File: src/rtl/bp_mig_pkg.sv
// Shared types for the bsg_cache DMA to MIG app-interface bridge.
package bp_mig_pkg;

  typedef enum logic [2:0] {
    e_mig_cmd_write = 3'b000,
    e_mig_cmd_read  = 3'b001
  } bp_mig_cmd_e;

  typedef enum logic [1:0] {
    e_idle,
    e_rd_cmd,
    e_rd_drain,
    e_wr
  } bp_mig_state_e;

endpackage

File: src/rtl/bp_cache_dma_to_mig_app_if.sv
// Bundles the cache DMA port and the MIG app port seen by the bridge.
// slave = the bridge, master = the cache/MIG environment around it.
interface bp_cache_dma_to_mig_app_if #(
  parameter int caddr_width_p    = 28,
  parameter int data_width_p     = 128,
  parameter int app_addr_width_p = 28
);
  logic [caddr_width_p:0]      dma_pkt;
  logic                        dma_pkt_v;
  logic                        dma_pkt_yumi;
  logic [data_width_p-1:0]     dma_rdata;
  logic                        dma_rdata_v;
  logic                        dma_rdata_ready_and;
  logic [data_width_p-1:0]     dma_wdata;
  logic                        dma_wdata_v;
  logic                        dma_wdata_yumi;
  logic [app_addr_width_p-1:0] app_addr;
  logic [2:0]                  app_cmd;
  logic                        app_en;
  logic                        app_rdy;
  logic [data_width_p-1:0]     app_wdf_data;
  logic [data_width_p/8-1:0]   app_wdf_mask;
  logic                        app_wdf_wren;
  logic                        app_wdf_end;
  logic                        app_wdf_rdy;
  logic [data_width_p-1:0]     app_rd_data;
  logic                        app_rd_data_valid;
  logic                        init_calib_complete;

  modport slave (
    input  dma_pkt, dma_pkt_v, dma_rdata_ready_and, dma_wdata, dma_wdata_v,
    input  app_rdy, app_wdf_rdy, app_rd_data, app_rd_data_valid, init_calib_complete,
    output dma_pkt_yumi, dma_rdata, dma_rdata_v, dma_wdata_yumi,
    output app_addr, app_cmd, app_en, app_wdf_data, app_wdf_mask, app_wdf_wren, app_wdf_end
  );

  modport master (
    output dma_pkt, dma_pkt_v, dma_rdata_ready_and, dma_wdata, dma_wdata_v,
    output app_rdy, app_wdf_rdy, app_rd_data, app_rd_data_valid, init_calib_complete,
    input  dma_pkt_yumi, dma_rdata, dma_rdata_v, dma_wdata_yumi,
    input  app_addr, app_cmd, app_en, app_wdf_data, app_wdf_mask, app_wdf_wren, app_wdf_end
  );

endinterface

File: src/rtl/bp_mig_rd_buffer.sv
// Small 1r1w FIFO catching MIG read returns, which cannot be stalled.
// A push while full is dropped and flagged on overflow_o.
module bp_mig_rd_buffer #(
  parameter int els_p   = 4,
  parameter int width_p = 128
) (
  input  logic               clk_i,
  input  logic               reset_n_i,
  input  logic [width_p-1:0] data_i,
  input  logic               v_i,
  output logic [width_p-1:0] data_o,
  output logic               v_o,
  input  logic               ready_and_i,
  output logic               overflow_o
);

  localparam int ptr_w_lp = (els_p > 1) ? $clog2(els_p) : 1;
  localparam int cnt_w_lp = $clog2(els_p + 1);
  localparam logic [ptr_w_lp-1:0] ptr_last_lp = ptr_w_lp'(els_p - 1);
  localparam logic [cnt_w_lp-1:0] cnt_full_lp = cnt_w_lp'(els_p);

  logic [width_p-1:0]  mem [els_p];
  logic [ptr_w_lp-1:0] wptr_r, rptr_r;
  logic [cnt_w_lp-1:0] cnt_r;
  logic                full, push, pop;

  assign full       = (cnt_r == cnt_full_lp);
  assign push       = v_i & ~full;
  assign pop        = v_o & ready_and_i;
  assign overflow_o = v_i & full;
  assign v_o        = (cnt_r != '0);
  assign data_o     = v_o ? mem[rptr_r] : '0;

  always_ff @(posedge clk_i) begin
    if (push) mem[wptr_r] <= data_i;
  end

  always_ff @(posedge clk_i or negedge reset_n_i) begin
    if (!reset_n_i) begin
      wptr_r <= '0;
      rptr_r <= '0;
      cnt_r  <= '0;
    end else begin
      if (push) wptr_r <= (wptr_r == ptr_last_lp) ? '0 : wptr_r + ptr_w_lp'(1);
      if (pop)  rptr_r <= (rptr_r == ptr_last_lp) ? '0 : rptr_r + ptr_w_lp'(1);
      case ({push, pop})
        2'b10:   cnt_r <= cnt_r + cnt_w_lp'(1);
        2'b01:   cnt_r <= cnt_r - cnt_w_lp'(1);
        default: cnt_r <= cnt_r;
      endcase
    end
  end

endmodule

File: src/rtl/bp_cache_dma_to_mig_app.sv
// Responder for bsg_cache block DMA packets; emits one MIG app command per beat.
// Reads return through a buffer, writes pass straight through with no storage.
//
// state      | meaning
// e_idle     | waiting for a packet, accepted only once calibrated
// e_rd_cmd   | issuing one read command per beat
// e_rd_drain | all reads issued, forwarding buffered returns to the cache
// e_wr       | passing write beats from the cache to the MIG
module bp_cache_dma_to_mig_app
  import bp_mig_pkg::*;
#(
  parameter int caddr_width_p    = 28,
  parameter int block_width_p    = 512,
  parameter int fill_width_p     = 128,
  parameter int app_data_width_p = 128,
  parameter int app_addr_width_p = 28,
  parameter int app_addr_shift_p = 1
) (
  input  logic                     clk_i,
  input  logic                     reset_n_i,
  bp_cache_dma_to_mig_app_if.slave io,
  output logic                     error_o
);

  localparam int beats_lp    = block_width_p / fill_width_p;
  localparam int app_step_lp = (fill_width_p / 8) >> app_addr_shift_p;
  localparam int blk_off_lp  = $clog2(block_width_p / 8);
  localparam int cnt_w_lp    = $clog2(beats_lp + 1);
  localparam logic [cnt_w_lp-1:0]      last_lp     = cnt_w_lp'(beats_lp - 1);
  localparam logic [caddr_width_p-1:0] blk_mask_lp = {caddr_width_p{1'b1}} << blk_off_lp;

  bp_mig_state_e state_r, state_n;
  logic [caddr_width_p-1:0] base_r, base_n, addr_full;
  logic [cnt_w_lp-1:0]      beat_r, beat_n, pop_r, pop_n, rcv_r, rcv_n;
  logic                     error_r;

  logic                     pkt_wnr;
  logic [caddr_width_p-1:0] pkt_addr;
  logic                     pkt_yumi, rd_en, wr_fire;
  logic                     rd_outstanding, buf_push, buf_pop, buf_v, buf_overflow;
  logic [app_data_width_p-1:0] buf_data;

  assign pkt_wnr  = io.dma_pkt[caddr_width_p];
  assign pkt_addr = io.dma_pkt[caddr_width_p-1:0];

  // A return is legitimate only while fewer beats came back than were requested.
  assign rd_outstanding = ((state_r == e_rd_cmd) || (state_r == e_rd_drain)) && (rcv_r != beat_r);
  assign buf_push       = io.app_rd_data_valid & rd_outstanding;
  assign buf_pop        = buf_v & io.dma_rdata_ready_and;

  bp_mig_rd_buffer #(
    .els_p   (beats_lp),
    .width_p (app_data_width_p)
  ) rd_buf (
    .clk_i       (clk_i),
    .reset_n_i   (reset_n_i),
    .data_i      (io.app_rd_data),
    .v_i         (buf_push),
    .data_o      (buf_data),
    .v_o         (buf_v),
    .ready_and_i (io.dma_rdata_ready_and),
    .overflow_o  (buf_overflow)
  );

  always_comb begin
    state_n  = state_r;
    base_n   = base_r;
    beat_n   = beat_r;
    pop_n    = pop_r + cnt_w_lp'(buf_pop);
    rcv_n    = rcv_r + cnt_w_lp'(buf_push);
    pkt_yumi = 1'b0;
    rd_en    = 1'b0;
    wr_fire  = 1'b0;
    case (state_r)
      e_idle: begin
        pkt_yumi = io.dma_pkt_v & io.init_calib_complete;
        if (pkt_yumi) begin
          base_n  = pkt_addr & blk_mask_lp;
          beat_n  = '0;
          pop_n   = '0;
          rcv_n   = '0;
          state_n = pkt_wnr ? e_wr : e_rd_cmd;
        end
      end
      e_rd_cmd: begin
        rd_en = 1'b1;
        if (io.app_rdy) begin
          beat_n = beat_r + cnt_w_lp'(1);
          if (beat_r == last_lp) state_n = e_rd_drain;
        end
      end
      e_rd_drain: begin
        if (buf_pop && (pop_r == last_lp)) state_n = e_idle;
      end
      e_wr: begin
        wr_fire = io.dma_wdata_v & io.app_rdy & io.app_wdf_rdy;
        if (wr_fire) begin
          beat_n = beat_r + cnt_w_lp'(1);
          if (beat_r == last_lp) state_n = e_idle;
        end
      end
      default: state_n = e_idle;
    endcase
  end

  always_ff @(posedge clk_i or negedge reset_n_i) begin
    if (!reset_n_i) begin
      state_r <= e_idle;
      base_r  <= '0;
      beat_r  <= '0;
      pop_r   <= '0;
      rcv_r   <= '0;
      error_r <= 1'b0;
    end else begin
      state_r <= state_n;
      base_r  <= base_n;
      beat_r  <= beat_n;
      pop_r   <= pop_n;
      rcv_r   <= rcv_n;
      error_r <= error_r | (io.app_rd_data_valid & ~rd_outstanding) | buf_overflow;
    end
  end

  assign addr_full = (base_r >> app_addr_shift_p)
                   + (caddr_width_p'(beat_r) * caddr_width_p'(app_step_lp));

  assign io.dma_pkt_yumi   = pkt_yumi;
  assign io.dma_rdata      = buf_data;
  assign io.dma_rdata_v    = buf_v;
  assign io.dma_wdata_yumi = wr_fire;
  assign io.app_addr       = app_addr_width_p'(addr_full);
  assign io.app_cmd        = (state_r == e_rd_cmd) ? e_mig_cmd_read : e_mig_cmd_write;
  assign io.app_en         = rd_en | wr_fire;
  assign io.app_wdf_data   = (state_r == e_wr) ? io.dma_wdata : '0;
  assign io.app_wdf_mask   = '0;
  assign io.app_wdf_wren   = wr_fire;
  assign io.app_wdf_end    = 1'b1;
  assign error_o           = error_r;

endmodule

File: src/flat_wrapper.sv
// flat-port wrapper written by rule: the top's interface ports become plain ports
module bp_cache_dma_to_mig_app_flat import bp_mig_pkg::*;
#(
  parameter int caddr_width_p    = 28,
  parameter int block_width_p    = 512,
  parameter int fill_width_p     = 128,
  parameter int app_data_width_p = 128,
  parameter int app_addr_width_p = 28,
  parameter int app_addr_shift_p = 1
)
  (clk_i, reset_n_i, error_o, io_dma_pkt, io_dma_pkt_v, io_dma_rdata_ready_and, io_dma_wdata, io_dma_wdata_v, io_app_rdy, io_app_wdf_rdy, io_app_rd_data, io_app_rd_data_valid, io_init_calib_complete, io_dma_pkt_yumi, io_dma_rdata, io_dma_rdata_v, io_dma_wdata_yumi, io_app_addr, io_app_cmd, io_app_en, io_app_wdf_data, io_app_wdf_mask, io_app_wdf_wren, io_app_wdf_end);
  bp_cache_dma_to_mig_app_if #(.caddr_width_p(caddr_width_p), .data_width_p((128)), .app_addr_width_p(app_addr_width_p)) io_i ();
  input  logic clk_i;
  input  logic reset_n_i;
  output logic error_o;
  input wire logic [$bits(io_i.dma_pkt)-1:0] io_dma_pkt;
  input wire logic [$bits(io_i.dma_pkt_v)-1:0] io_dma_pkt_v;
  input wire logic [$bits(io_i.dma_rdata_ready_and)-1:0] io_dma_rdata_ready_and;
  input wire logic [$bits(io_i.dma_wdata)-1:0] io_dma_wdata;
  input wire logic [$bits(io_i.dma_wdata_v)-1:0] io_dma_wdata_v;
  input wire logic [$bits(io_i.app_rdy)-1:0] io_app_rdy;
  input wire logic [$bits(io_i.app_wdf_rdy)-1:0] io_app_wdf_rdy;
  input wire logic [$bits(io_i.app_rd_data)-1:0] io_app_rd_data;
  input wire logic [$bits(io_i.app_rd_data_valid)-1:0] io_app_rd_data_valid;
  input wire logic [$bits(io_i.init_calib_complete)-1:0] io_init_calib_complete;
  output wire logic [$bits(io_i.dma_pkt_yumi)-1:0] io_dma_pkt_yumi;
  output wire logic [$bits(io_i.dma_rdata)-1:0] io_dma_rdata;
  output wire logic [$bits(io_i.dma_rdata_v)-1:0] io_dma_rdata_v;
  output wire logic [$bits(io_i.dma_wdata_yumi)-1:0] io_dma_wdata_yumi;
  output wire logic [$bits(io_i.app_addr)-1:0] io_app_addr;
  output wire logic [$bits(io_i.app_cmd)-1:0] io_app_cmd;
  output wire logic [$bits(io_i.app_en)-1:0] io_app_en;
  output wire logic [$bits(io_i.app_wdf_data)-1:0] io_app_wdf_data;
  output wire logic [$bits(io_i.app_wdf_mask)-1:0] io_app_wdf_mask;
  output wire logic [$bits(io_i.app_wdf_wren)-1:0] io_app_wdf_wren;
  output wire logic [$bits(io_i.app_wdf_end)-1:0] io_app_wdf_end;
  assign io_i.dma_pkt = io_dma_pkt;
  assign io_i.dma_pkt_v = io_dma_pkt_v;
  assign io_i.dma_rdata_ready_and = io_dma_rdata_ready_and;
  assign io_i.dma_wdata = io_dma_wdata;
  assign io_i.dma_wdata_v = io_dma_wdata_v;
  assign io_i.app_rdy = io_app_rdy;
  assign io_i.app_wdf_rdy = io_app_wdf_rdy;
  assign io_i.app_rd_data = io_app_rd_data;
  assign io_i.app_rd_data_valid = io_app_rd_data_valid;
  assign io_i.init_calib_complete = io_init_calib_complete;
  assign io_dma_pkt_yumi = io_i.dma_pkt_yumi;
  assign io_dma_rdata = io_i.dma_rdata;
  assign io_dma_rdata_v = io_i.dma_rdata_v;
  assign io_dma_wdata_yumi = io_i.dma_wdata_yumi;
  assign io_app_addr = io_i.app_addr;
  assign io_app_cmd = io_i.app_cmd;
  assign io_app_en = io_i.app_en;
  assign io_app_wdf_data = io_i.app_wdf_data;
  assign io_app_wdf_mask = io_i.app_wdf_mask;
  assign io_app_wdf_wren = io_i.app_wdf_wren;
  assign io_app_wdf_end = io_i.app_wdf_end;
  bp_cache_dma_to_mig_app #(.caddr_width_p(caddr_width_p), .block_width_p(block_width_p), .fill_width_p(fill_width_p), .app_data_width_p(app_data_width_p), .app_addr_width_p(app_addr_width_p), .app_addr_shift_p(app_addr_shift_p)) u_core (.clk_i(clk_i), .reset_n_i(reset_n_i), .io(io_i), .error_o(error_o));
endmodule
File: config.mk
export PLATFORM = sky130hd
export DESIGN_NAME = bp_cache_dma_to_mig_app_flat
export DESIGN_NICKNAME = d
export VERILOG_FILES = /design/src/rtl/bp_mig_pkg.sv /design/src/rtl/bp_cache_dma_to_mig_app_if.sv /design/src/rtl/bp_mig_rd_buffer.sv /design/src/rtl/bp_cache_dma_to_mig_app.sv /design/src/flat_wrapper.sv
export SDC_FILE = /design/constraint.sdc
export NUM_CORES = 1
export LEC_CHECK = 0
export CAP_MARGIN = 0
export CORE_AREA = 5 5 231 233
export CTS_BUF_LIST = sky130_fd_sc_hd__clkbuf_2
export CTS_CLUSTER_SIZE = 10
export DETAILED_ROUTE_END_ITERATION = 12
export DIE_AREA = 0 0 236 238
export PLACE_DENSITY = 0.75
export SYNTH_ARGS = -nofsm -noshare
export SYNTH_HDL_FRONTEND = slang
export SYNTH_SLANG_ARGS = --single-unit
File: constraint.sdc
create_clock -name clk_i -period 13.8 [get_ports clk_i]
set_input_delay 2.07 -clock clk_i [delete_from_list [all_inputs] [get_ports clk_i]]
set_output_delay 2.07 -clock clk_i [all_outputs]
set_load 0.01 [all_outputs]
==> out/results.ini, run 1 <==
[global_route]
antenna_found_initial=40
grt_use_total_pct=25.5
grt_pass1_wl_mm=102
grt_overflow_total=0
grt_max_degree=133
grt_pass1_vias=14400

[detailed_routing]
drtIter0Drc=935
drc_errors=0
viasPerCell=5.18
firstDrtPassIters=5
ant_nets=0
drt_wl_total_mm=73.4
via_count=14000
wl_per_cell_microns=27.2

[synthesis]
ys_seq_elements=553
ys_types=36
synth_top_family_by_area=multiplexers
yosysWarnings=0
synth-seq-area-share_pct=72.1
synthTopCellsByArea=edfxtp_1 68%, mux4_2 13%, and2_1 7.3%, dfrtp_1 4.5%, nand2_1 1.3%
synth-xor-area-share_pct=1.08
synth_compound_area_share_pct=0.181
avgSynthCellArea_sq_um=18.4
synth.area.mux_share_pct=13.1
netlist.area_leader.share_pct=67.6
synth-simple-area-share_pct=9.83
synth_edf_count=512
async_flop_share_pct=7.41
syn-instance-count=1236
synth_fa_ha_area_share_pct=1.13
syn-cell-area_sq_mm=0.0228
synth_top_area_cell=edfxtp_1
synth-main-ff-cell=edfxtp_1

[timing]
setup_viol=0
grt_setup_unrepaired=false
layout_min_cycle_time_ps=6930
timing.fmax_mhz=144
hold_viol_final=0
tightest_slew_ps=1130
slew_headroom_pct=24.8
drv_slew=0
post-route-period-util_pct=50.2
setup_tns_ps=0
finClkSkew_ps=106
hold_slack_ps=505

[cells_and_area]
fillers=3904
fin_nets=2209
areaGrowthSynthToFinish_pct=33.5
mostFrequentLayoutCell=clkdlybuf4s50_1
mostFrequentLayoutCells=574 x clkdlybuf4s50_1, 512 x edfxtp_1, 261 x and2_1
drive_gt1_share_pct=18.7
final_cell_area_sq_mm=0.0304

[critical_path]
critical_path_arrival_ps=4860
path_buf_inv=3
path_max_fanout=27
cp_slowest_cell=nand3_1
cpMostUsedCell=clkdlybuf4s50_1
cp_slowest_stage_delay_ps=810
start_kind=primary input
worstPathRequired_ps=11730
critical_path.cell_chain=clkdlybuf4s50_1 -> nand3_1 -> inv_2 -> clkdlybuf4s50_1
end_kind=output pin
path_delay_family=buffers and inverters
worstSetupPathType=primary input to output pin

[placed_design]
portBuffers=575
dpl-instance-area_sq_mm=0.0290
hpwl_mm=54.0
gp_congestion=0.946

[clock_network]
hold_buffers=0
ctsHtreeMaxLevel=4
cts.sinks=553
cts_tree=done
postCtsSetupRepairBufs=0
cts_max_path_buffers=3
numCtsBuffers=138
cts_root_buf=clkbuf_2
cts.clk_slew.worst_paths_ps=90
cts.repair.resized=0
clkLatencyLatePin_ps=1220

[floorplan]
die_y_microns=238
die_w_microns=236
initial_core_util_pct=44.6
core-area_sq_mm=0.0510
num_rows=83
ios=604
die_area_sq_mm=0.0562

[power_and_ir_drop]
peakVddDrop_uv=163
cellPowerDensity_mw_per_mm2=195
power_uw=5910
p_leak_uw=0.0106

[min_path]
min_path_type=register to register

[status]
status=finished clean

[flow_run]
cap_violations=0

## logic make-up after synthesis
kind of cell / Yosys count
other: 2
XOR/XNOR: 28
multiplexers: 138
buffers and inverters: 103
flip-flops: 553
adder cells (fa/ha/maj): 20
AO/OA/AOI/OAI: 6
AND/OR/NAND/NOR: 386
## worst register-to-register path, cell delays in order, from the launching register on
cell and delay [ps]:
dfrtp_1 440, inv_1 120, ha_1 330, and4_1 380, and2_4 480, buf_4 750, buf_4 820
## path summary, 6_finish.rpt
| path | cells after the start | slack, ps | from | end |
|---|---|---|---|---|
| worst max-delay path | 4 | 6870 | io_dma_pkt_v | io_dma_pkt_yumi |
| worst min-delay path | 1 | 510 | u_core.rd_buf.cnt_r[2]$_DFFE_PN0P_ | u_core.rd_buf.cnt_r[2]$_DFFE_PN0P_ |
| worst max register to register | 6 | 10050 | u_core.state_r[0]$_DFFE_PN0P_ | u_core.rd_buf.mem[1][83]$_DFFE_PP_ |
| worst min register to register | 1 | 510 | u_core.rd_buf.cnt_r[2]$_DFFE_PN0P_ | u_core.rd_buf.cnt_r[2]$_DFFE_PN0P_ |
| max in group asynchronous | 1 | 11980 | reset_n_i | u_core.rd_buf.rptr_r[1]$_DFFE_PN0P_ |
| min in group asynchronous | 1 | 1020 | reset_n_i | u_core.base_r[21]$_DFFE_PN0P_ |
## per-layer routing
layer | GRT usage, % | vias to the layer above | share of wire [%]
met5 | 0 | - | 0.26
met4 | 8.37 | 28 | 2.1
met3 | 11.3 | 137 | 10
met2 | 43.1 | 669 | 51
met1 | 29.5 | 7036 | 36
li1 | - | 6089 | -
## through the flow
step	setup slack, ps	utilization [%]	std cells
CTS	6830	59.5	2678
detailed placement	6910	56.9	2435
floorplan	7900	-	1256
global placement	6930	56.9	2435
finish	6870	59.6	2695
global route	6760	59.5	2688
## state kept, by name, summed over array words and instances, names as in the netlist
register / count
u_core.rd_buf.mem: 512
u_core.base_r: 22
u_core.rd_buf.cnt_r: 3
u_core.rcv_r: 3
u_core.beat_r: 3
u_core.error_o: 1
u_core.rd_buf.rptr_r: 2
u_core.rd_buf.wptr_r: 2
u_core.state_r: 2
u_core.pop_r: 3
## report_power, final
part | switching [uW] | total, uW | internal [uW]
logic | 1170 | 2520 | 1340
clock network | 658 | 1100 | 445
registers | 155 | 2290 | 2140
total | 1990 | 5910 | 3930
## cell type report
class | count | area [sq um] | area share, %
antenna | 17 | 42.5 | 0.140
clock buffer | 194 | 971 | 3.20
clock inverter | 49 | 317 | 1.04
inverter | 14 | 53.8 | 0.177
multi-input combinational | 600 | 5880 | 19.3
sequential | 553 | 16400 | 54.0
tap | 680 | 851 | 2.80
timing repair buffer | 588 | 5850 | 19.3
## synth_stat cells, drive strengths merged (2+ instances only)
library cell  number
edfxtp           512
and2             265
mux4             128
nand2             76
buf               52
dfrtp             41
clkbuf            37
xnor2             20
ha                19
nand3             15
inv               14
nor2              10
xor2               8
mux2               6
and3               4
mux2i              4
nand4              4
nor3               4
a21o               2
and4               2
conb               2
nor4               2
o21ai              2
(Power assumes the default switching activity.)
==> inputs of run 2 (changes only) <==
--- a/config.mk
+++ b/config.mk
@@ -6,12 +6,12 @@
 export NUM_CORES = 1
 export LEC_CHECK = 0
 export CAP_MARGIN = 0
-export CORE_AREA = 5 5 231 233
+export CORE_MARGIN = 5
+export CORE_UTILIZATION = 46
 export CTS_BUF_LIST = sky130_fd_sc_hd__clkbuf_2
 export CTS_CLUSTER_SIZE = 10
 export DETAILED_ROUTE_END_ITERATION = 12
-export DIE_AREA = 0 0 236 238
-export PLACE_DENSITY = 0.75
+export PLACE_DENSITY = 0.79
 export SYNTH_ARGS = -nofsm -noshare
 export SYNTH_HDL_FRONTEND = slang
 export SYNTH_SLANG_ARGS = --single-unit
==> constraint.sdc (replaced) <==
create_clock -name clk_i -period 5.6 [get_ports clk_i]
set_input_delay 0.84 -clock clk_i [delete_from_list [all_inputs] [get_ports clk_i]]
set_output_delay 0.84 -clock clk_i [all_outputs]
set_load 0.01 [all_outputs]
==> run 2 against run 1 <==
Non-clock buffer count increased by 30. Cell count increased by 1.2%. Final area increased by 1.4%. Critical path depth unchanged. Core utilization increased by 3.3 points. Sequential share of layout area decreased by 0.74 points. Sequential power increased by 150%. Via count increased by 0.92%. Die area decreased by 3.8%. Count of clock-buffer cells in the layout increased by 14. Clock skew decreased by 23 ps. Critical path type is now register to output pin. Flip-flop and latch count unchanged.
==> out/results.ini, run 2 (same netlist as run 1, synthesis figures left out) <==
[min_path]
hold_end=u_core.rd_buf.mem[3][78]$_DFFE_PP_  ; was u_core.rd_buf.cnt_r[2]$_DFFE_PN0P_
min_path_type=primary input to register  ; was register to register
holdPathStages=1  ; unchanged
min-delay-start=io_app_rd_data[78]  ; was u_core.rd_buf.cnt_r[2]$_DFFE_PN0P_

[critical_path]
r2r_end=u_core.rd_buf.mem[1][40]$_DFFE_PP_  ; was u_core.rd_buf.mem[1][83]$_DFFE_PP_
path_max_fanout=51  ; was 27
end_kind=output pin  ; unchanged
r2r_slack_ps=2590  ; was 10050 ps
ff2ff_path_depth=5  ; was 6
start_kind=register  ; was primary input
critical_path_arrival_ps=3950  ; was 4860 ps
worstPathRequired_ps=4760  ; was 11730 ps
worstSetupPathType=register to output pin  ; was primary input to output pin
reg2reg_from=u_core.state_r[0]$_DFFE_PN0P_  ; unchanged

[clock_network]
ctsHtreeMaxLevel=4  ; unchanged
cts_max_path_buffers=3  ; unchanged
cts_tree=done  ; unchanged
cts_root_buf=clkbuf_2  ; unchanged
cts.sinks=553  ; unchanged
cts.clk_slew.worst_paths_ps=120  ; was 90 ps
numCtsBuffers=140  ; was 138
clkLatencyLatePin_ps=1260  ; was 1220 ps

[cells_and_area]
fin_nets=2241  ; was 2209
fillers=3530  ; was 3904
largestRegisters=u_core.rd_buf.mem (512), u_core.base_r (22)  ; unchanged
final_cell_area_sq_mm=0.0308  ; was 0.0304 sq mm
fin_util_pct=62.9  ; was 59.6%
mostFrequentLayoutCells=574 x clkdlybuf4s50_1, 512 x edfxtp_1, 261 x and2_1  ; unchanged
drive_gt1_share_pct=19.1  ; was 18.7%
largest_reg_flops=512  ; unchanged
areaGrowthSynthToFinish_pct=35.3  ; was 33.5%
largest_register=u_core.rd_buf.mem  ; unchanged
mostFrequentLayoutCell=clkdlybuf4s50_1  ; unchanged

[placed_design]
dpl-instance-area_sq_mm=0.0291  ; was 0.0290 sq mm
hpwl_mm=55.4  ; was 54.0 mm
gp_congestion=0.922  ; was 0.946
portBuffers=575  ; unchanged

[floorplan]
die_w_microns=232  ; was 236 microns
die_area_sq_mm=0.0540  ; was 0.0562 sq mm
core-area_sq_mm=0.0490  ; was 0.0510 sq mm
ios=604  ; unchanged
die_y_microns=232  ; was 238 microns
num_rows=81  ; was 83
initial_core_util_pct=46.5  ; was 44.6%

[detailed_routing]
viasPerCell=5.17  ; was 5.18
drt_wl_total_mm=75.5  ; was 73.4 mm
drc_errors=0  ; unchanged
firstDrtPassIters=7  ; was 5
ant_nets=0  ; unchanged
wl_per_cell_microns=27.7  ; was 27.2 microns
drtIter0Drc=1118  ; was 935
via_count=14100  ; was 14000

[timing]
timing.fmax_mhz=209
setup_viol=0  ; unchanged
layout_min_cycle_time_ps=4790
setup_tns_ps=0  ; unchanged
finClkSkew_ps=83.3  ; was 106 ps
hold_slack_ps=209  ; was 505 ps
hold_viol_final=0  ; unchanged
post-route-period-util_pct=85.5
drv_slew=0  ; unchanged
slew_headroom_pct=31.2  ; was 24.8%
tightest_slew_ps=1030  ; was 1130 ps
grt_setup_unrepaired=false  ; unchanged

[global_route]
grt_pass1_wl_mm=104  ; was 102 mm
antenna_found_initial=64  ; was 40
grt_overflow_total=0  ; unchanged
grt_use_total_pct=27.6  ; was 25.5%
grt_max_degree=133  ; unchanged
grt_pass1_vias=14700  ; was 14400

[power_and_ir_drop]
p_leak_uw=0.0108  ; was 0.0106 uW
cellPowerDensity_mw_per_mm2=476  ; was 195 mW/mm^2
peakVddDrop_uv=381  ; was 163 uV

[flow_run]
cap_violations=0  ; unchanged

[status]
status=finished clean  ; unchanged

-- run 2: cell count changes in the layout (fill, tap and decap cells not counted), moves of 2 or more --
cell           delta
diode_2           +6
clkinv_2          +2
clkinv_1          -5
clkbuf_2         +14
buf_4             -6
inv_2             +4
dlygate4sd3_1    +29
inv_6             -2
buf_12            +7
-- run 2: worst max-delay path by stage --
stage / end / startpoint
6_report: io_dma_rdata[24] / u_core.rd_buf.rptr_r[0]$_DFFE_PN0P_
5_1_grt: io_dma_rdata[36] / u_core.rd_buf.rptr_r[0]$_DFFE_PN0P_
4_1_cts: io_dma_rdata[68] / u_core.rd_buf.rptr_r[0]$_DFFE_PN0P_
3_5_place_dp: io_dma_rdata[68] / u_core.rd_buf.rptr_r[0]$_DFFE_PN0P_
3_3_place_gp: io_dma_rdata[68] / u_core.rd_buf.rptr_r[0]$_DFFE_PN0P_
2_1_floorplan: u_core.rd_buf.mem[0][0]$_DFFE_PP_ / io_app_rd_data_valid
-- run 2: metrics by stage --
stage	setup slack (ps)	total power, uW	instances
6_report	813	14700	2726
3_3_place_gp	1970	11900	2420
2_1_floorplan	927	8920	1256
4_1_cts	499	14800	2703
5_1_grt	385	15400	2709
3_5_place_dp	1990	12000	2420
-- run 2: repair_timing --
action,CTS,global route
buffers inserted,0,0
endpoints found under the hold margin,85,0
resized for setup,0,0
hold buffers,29,0
-- run 2: power breakdown --
| part | switching, uW | total, uW | internal, uW |
|---|---|---|---|
| sequential | 416 | 5680 | 5260 |
| combinational | 2850 | 6210 | 3370 |
| clock | 1620 | 2760 | 1150 |
-- run 2: final cells by class --
class	instances	area, sq um	share of cell area, %
multi-input cells	600	5880	19.1
flip-flops and latches	553	16400	53.3
inverters	14	53.8	0.175
well taps	664	831	2.70
clock buffers	208	1040	3.38
clock inverters	46	287	0.931
repair buffers	618	6230	20.2
diodes	23	57.6	0.187
-- run 2: routing by layer --
metal  vias up  global-route usage (%)  wire length, microns
met3       181                    14.3                  9830
li1       6142                       -                     -
met1      6972                    30.9                 24900
met4        40                    12.4                  3410
met2       752                    44.2                 37100
met5         -                       0                   264
-- run 2: critical path: stages, from the launching register on --
cell             delay, ps
dfrtp_4                950
buf_12                 440
mux4_2                 570
and2_1                 180
clkdlybuf4s50_1        550
